--- config.mk ---
export PLATFORM = sky130hd
export DESIGN_NAME = sram_arbiter
export DESIGN_NICKNAME = d
export VERILOG_FILES = /design/src/rtl/sram_arbiter.sv
export SDC_FILE = /design/constraint.sdc
export NUM_CORES = 1
export LEC_CHECK = 0
export BUFFER_PORTS_ARGS = -buffer_cell sky130_fd_sc_hd__buf_4
export CAP_MARGIN = 20
export CORE_MARGIN = 2
export CORE_UTILIZATION = 40
export CTS_CLUSTER_SIZE = 28
export DETAILED_ROUTE_END_ITERATION = 16
export PLACE_DENSITY = 0.72
export SLEW_MARGIN = 20
export SYNTH_ARGS = -nofsm -noshare
export SYNTH_HDL_FRONTEND = slang
export SYNTH_SLANG_ARGS = --single-unit
--- constraint.sdc ---
create_clock -name clk -period 2.2 [get_ports clk]
set_input_delay 0.44 -clock clk [delete_from_list [all_inputs] [get_ports clk]]
set_output_delay 0.44 -clock clk [all_outputs]
set_load 0.01 [all_outputs]
--- src/rtl/sram_arbiter.sv ---
`timescale 1ns/1ps
// sram_arbiter
//   Two-client round-robin arbiter in front of a single sram_23lc1024
//   controller. Serialises single-byte read/write transactions and returns
//   one ack pulse per transaction to the client that owned it.
//
//   Ports
//     clk, rst_n                      clock, async active-low reset
//     a_req/b_req                     request, held high until own ack
//     a_we/b_we, a_addr/b_addr,       transaction attributes, stable while
//     a_wdata/b_wdata                 req is high
//     a_ack/b_ack                     one-cycle completion pulse
//     a_rdata/b_rdata                 read data, held until next own ack
//     a_err/b_err                     valid with ack, 1 = aborted by timeout
//     sram_wr_en/sram_rd_en           one-cycle start strobes
//     sram_address/sram_data_in       latched transaction address/data
//     sram_data_out/sram_completed    controller read data / done pulse
//
//   Optional feature: define SRAM_ARB_TIMEOUT_EN to abort a transaction when
//   the controller has not completed within TIMEOUT_CYCLES cycles of WAIT.
//   Without it, errs are constant 0 and WAIT lasts until sram_completed.
module sram_arbiter #(
  parameter int unsigned TIMEOUT_CYCLES = 4096
) (
  input  logic        clk,
  input  logic        rst_n,
  input  logic        a_req,
  input  logic        a_we,
  input  logic [23:0] a_addr,
  input  logic [7:0]  a_wdata,
  output logic        a_ack,
  output logic [7:0]  a_rdata,
  output logic        a_err,
  input  logic        b_req,
  input  logic        b_we,
  input  logic [23:0] b_addr,
  input  logic [7:0]  b_wdata,
  output logic        b_ack,
  output logic [7:0]  b_rdata,
  output logic        b_err,
  output logic        sram_wr_en,
  output logic        sram_rd_en,
  output logic [23:0] sram_address,
  output logic [7:0]  sram_data_in,
  input  logic [7:0]  sram_data_out,
  input  logic        sram_completed
);

  // The counter is 16 bits wide; TIMEOUT_CYCLES must fit and be at least 2.
  if (TIMEOUT_CYCLES < 2 || TIMEOUT_CYCLES > 65535) begin : g_param_chk
    $error("sram_arbiter: TIMEOUT_CYCLES out of range");
  end

  typedef enum logic [1:0] {S_IDLE, S_WAIT, S_DONE} state_t;

  state_t      r_state, w_state_nxt;
  logic        r_owner;       // 0 = A, 1 = B
  logic        r_last_grant;  // 0 = A, 1 = B
  logic        r_we;
  logic [23:0] r_addr;
  logic [7:0]  r_wdata;
  logic        r_wr_en, r_rd_en;
  logic        r_a_ack, r_b_ack, r_a_err, r_b_err;
  logic [7:0]  r_a_rdata, r_b_rdata;

  logic w_grant, w_winner, w_expired, w_finish;

  assign w_grant  = (r_state == S_IDLE) & (a_req | b_req);
  // A tie goes to the port that was not served last.
  assign w_winner = (a_req & b_req) ? ~r_last_grant : b_req;

`ifdef SRAM_ARB_TIMEOUT_EN
  logic [15:0] r_cnt;

  // Held at 0 outside WAIT, so it starts from 0 on every entry to WAIT.
  always_ff @(posedge clk or negedge rst_n) begin
    if (!rst_n)                r_cnt <= '0;
    else if (r_state == S_WAIT) r_cnt <= r_cnt + 16'd1;
    else                       r_cnt <= '0;
  end

  // Completion in the expiry cycle takes priority over the abort.
  assign w_expired = (r_state == S_WAIT) & ~sram_completed &
                     (r_cnt == 16'(TIMEOUT_CYCLES));
`else
  assign w_expired = 1'b0;
`endif

  assign w_finish = (r_state == S_WAIT) & (sram_completed | w_expired);

  always_ff @(posedge clk or negedge rst_n) begin
    if (!rst_n) r_state <= S_IDLE;
    else        r_state <= w_state_nxt;
  end

  always_comb begin
    w_state_nxt = r_state;
    unique case (r_state)
      S_IDLE:  if (w_grant)  w_state_nxt = S_WAIT;
      S_WAIT:  if (w_finish) w_state_nxt = S_DONE;
      S_DONE:  w_state_nxt = S_IDLE;
      default: w_state_nxt = S_IDLE;
    endcase
  end

  // Datapath: strobes and acks are single-cycle pulses; ack is registered on
  // the WAIT->DONE edge so it is high for exactly the DONE cycle.
  always_ff @(posedge clk or negedge rst_n) begin
    if (!rst_n) begin
      r_owner      <= 1'b0;
      r_last_grant <= 1'b1;
      r_we         <= 1'b0;
      r_addr       <= '0;
      r_wdata      <= '0;
      r_wr_en      <= 1'b0;
      r_rd_en      <= 1'b0;
      r_a_ack      <= 1'b0;
      r_b_ack      <= 1'b0;
      r_a_err      <= 1'b0;
      r_b_err      <= 1'b0;
      r_a_rdata    <= '0;
      r_b_rdata    <= '0;
    end else begin
      r_wr_en <= 1'b0;
      r_rd_en <= 1'b0;
      r_a_ack <= 1'b0;
      r_b_ack <= 1'b0;
      r_a_err <= 1'b0;
      r_b_err <= 1'b0;
      if (w_grant) begin
        r_owner      <= w_winner;
        r_last_grant <= w_winner;
        r_we         <= w_winner ? b_we    : a_we;
        r_addr       <= w_winner ? b_addr  : a_addr;
        r_wdata      <= w_winner ? b_wdata : a_wdata;
        r_wr_en      <= w_winner ? b_we    : a_we;
        r_rd_en      <= w_winner ? ~b_we   : ~a_we;
      end
      if (w_finish) begin
        r_a_ack <= ~r_owner;
        r_b_ack <=  r_owner;
        r_a_err <= ~r_owner & w_expired;
        r_b_err <=  r_owner & w_expired;
        if (w_expired) begin
          if (r_owner) r_b_rdata <= '0;
          else         r_a_rdata <= '0;
        end else if (!r_we) begin
          if (r_owner) r_b_rdata <= sram_data_out;
          else         r_a_rdata <= sram_data_out;
        end
      end
    end
  end

  assign a_ack        = r_a_ack;
  assign b_ack        = r_b_ack;
  assign a_err        = r_a_err;
  assign b_err        = r_b_err;
  assign a_rdata      = r_a_rdata;
  assign b_rdata      = r_b_rdata;
  assign sram_wr_en   = r_wr_en;
  assign sram_rd_en   = r_rd_en;
  assign sram_address = r_addr;
  assign sram_data_in = r_wdata;

endmodule

==> results.py <==
metrics = {
    "run_status": {
        "status": "finished, final reports clean",
    },
    "yosys": {
        "ys_warn_count": 0,
        "synth_top_flop_cell": "dfrtp_1",
        "synth_area_leaders": "dfrtp_1 (56%), nand2_1 (9.7%), a31oi_1 (8.2%)",
        "yosysTopAreaCell": "dfrtp_1",
        "mappedNetlistArea_sq_mm": 0.00252,
        "yosysTopAreaCellShare_pct": 55.5,
        "synth_edf_count": 0,
        "synthCells": 246,
        "yosysMostFrequentCell": "nand2_1",
        "synthDistinctLibCells": 26,
        "avgSynthCellArea_sq_um": 10.3,
        "synth_common_cells": "nand2_1 (65), dfrtp_1 (56), a21oi_1 (35)",
        "ys_async_sr_fraction_pct": 100,
        "yosysSeqAreaShare_pct": 56.5,
        "ys_ff_latch": 57,
    },
    "sta": {
        "setup-tns-final_ns": 0,
        "min_period_ns": 1.63,
        "finalMaxSlewViolations": 0,
        "setup_viol": 0,
        "fmax_mhz": 613,
        "skew_ns": 0.00746,
        "rsz0062_at_grt": "false",
        "hold_viol_final": 0,
        "period_share_pct": 74.1,
        "worstMarginPinSlew_ns": 0.723,
        "max_slew_margin_pct": 51.8,
    },
    "cells_and_area": {
        "area_growth_pct": 49.1,
        "nNetsFinal": 451,
        "multi_input_area_sq_um": 973,
        "drive_gt1_share_pct": 45.9,
        "filler_cell_count": 534,
        "final_util_pct": 62.5,
        "regArea_sq_mm": 0.00143,
        "n_antenna_cell": 0,
    },
    "setup_path": {
        "critical_path.startpoint": "r_state[1]",
        "critPathBufInv": 0,
        "cp_cell_sequence": "nand3b_4 > or3b_1 > mux2_4",
        "critPathCaptureType": "register",
        "critPathCapture": "b_rdata[4]",
        "crit_family": "simple AND/OR/NAND/NOR gates",
        "cp.required_ns": 2.42,
        "crit_slowest_cell": "or3b_1",
        "r2r-start": "r_state[1]",
        "max_stage_delay_ns": 0.58,
        "startpoint_type": "register",
        "crit_arrival_ns": 1.85,
        "crit_type": "reg2reg",
        "reg2regPathDepth": 3,
        "crit_cells": 3,
        "reg2reg_slack_ns": 0.57,
        "reg2reg_to": "b_rdata[4]",
        "crit_fanout": 8,
    },
    "power": {
        "leakagePower_nw": 1.86,
        "max-vdd-ir-drop_mv": 0.886,
        "power_mw": 5.24,
        "power_density_mw_per_mm2": 1390,
    },
    "grt": {
        "grt_max_degree": 58,
        "antenna_found_initial": 0,
        "overflow": 0,
        "track_usage_pct": 19.7,
        "grt_pass1_vias": 2322,
        "grt_pass1_wl_um": 11100,
    },
    "clock_tree": {
        "post_cts_resized": 0,
        "cts_buffers": 9,
        "cts_buffer_depth": 2,
        "cts_tree": "yes",
        "cts_sinks": 57,
        "post_cts_buffers": 0,
        "htree_num_levels": 3,
        "root_buffer": "clkbuf_8",
        "insertion_delay_ns": 0.33,
        "hold_buffers": 0,
        "clk_pin_slew_worst_paths_ns": 0.07,
    },
    "routing": {
        "wire_per_inst_um": 14.6,
        "drtIter0Drc": 92,
        "dr.pass1.iters": 5,
        "drt-total-wl_um": 6620,
        "drcViolationCount": 0,
        "vias": 2288,
        "viasPerCell": 5.06,
        "drtAntennaViolNets": 0,
    },
    "die": {
        "start_util_pct": 41.9,
        "io-pin-count": 133,
        "die_w_um": 83.5,
        "die_area_sq_mm": 0.00696,
        "die_h_um": 83.5,
        "num_rows": 28,
        "coreArea_sq_mm": 0.00603,
    },
    "place": {
        "gp_congestion": 0.800,
        "post-dp-hpwl_um": 4660,
        "numPortBuffers": 130,
    },
    "job": {
        "cap_violations": 0,
    },
    "hold_path": {
        "holdCritPathClass": "in2async",
    },
}
where the power goes:
part	internal, mW	switching [mW]
sequential	1.57	0.310
combinational	1.13	1.04
clock	0.781	0.409
cells by family after synthesis:
kind of cell    after synthesis  synth area share (%)
mux                          17                  8.72
flops                        57                  56.5
other cells                   1                 0.149
compound gates               72                  16.5
buf+inv                      23                  5.15
simple gates                 76                  12.9
registers in the layout, indices dropped and copies added, names as in the netlist:
name and cells:
r_owner 1, r_we 1, sram_data_in 8, b_rdata 8, r_last_grant 1, a_rdata 8
b_ack 1, r_state 2, sram_address 24, a_ack 1, sram_rd_en 1, sram_wr_en 1
cell type report:
type / count / area share, %
Clock buffer: 11 / 3.76
Sequential cell: 57 / 37.9
Clock inverter: 5 / 2.73
Multi-Input combinational cell: 167 / 25.9
Inverter: 1 / 0.0997
Tap cell: 75 / 2.49
Timing Repair Buffer: 136 / 27.1
how the worst min path moves through the flow:
stage                from  cells after the start  slack, ns         end
3_3_place_gp   a_rdata[6]                      1       0.49  a_rdata[6]
3_5_place_dp   b_rdata[2]                      1       0.50  b_rdata[2]
4_1_cts             rst_n                      1       0.18  b_rdata[0]
5_1_grt             rst_n                      1       0.20  b_rdata[5]
6_report            rst_n                      1       0.16  a_rdata[5]
2_1_floorplan       rst_n                      0       0.14       a_ack
metal layers:
metal / GRT usage [%] / part of all wire, % / vias to the layer above
li1: - / - / 1107
met1: 25.9 / 44 / 1079
met2: 31.3 / 47 / 96
met3: 7.22 / 8.0 / 6
met4: 4.84 / 1.0 / 0
met5: 0 / 0 / -
cells in the final DEF (no fill, tap or decap), drive strengths merged:
| cell | count |
|---|---|
| a21bo | 1 |
| a21boi | 1 |
| a21oi | 35 |
| a22o | 1 |
| a31oi | 33 |
| and2 | 3 |
| buf | 136 |
| bufinv | 3 |
| clkbuf | 11 |
| clkinv | 1 |
| clkinvlp | 1 |
| conb | 2 |
| dfrtp | 56 |
| dfstp | 1 |
| inv | 1 |
| mux2 | 16 |
| mux2i | 1 |
| nand2 | 65 |
| nand3b | 1 |
| nor2 | 3 |
| nor3 | 1 |
| o21ai | 1 |
| or2 | 1 |
| or2b | 1 |
| or3b | 1 |
through the flow:
step / hold WS (ns) / instances / setup slack [ns] / cell area [sq um]
after floorplan: 0.144 / 247 / 0.751 / 2530
after global placement: 0.492 / 436 / 0.509 / 3520
after detailed placement: 0.501 / 436 / 0.488 / 3520
after CTS: 0.175 / 452 / 0.560 / 3760
after global routing: 0.202 / 452 / 0.509 / 3760
final: 0.159 / 452 / 0.569 / 3760
worst reg2reg max path, cell delays in order (launching register included):
cell and delay, ns:
dfrtp_1 0.39, nand3b_4 0.17, or3b_1 0.58, mux2_4 0.38
Power figures use the tool's default switching activity.
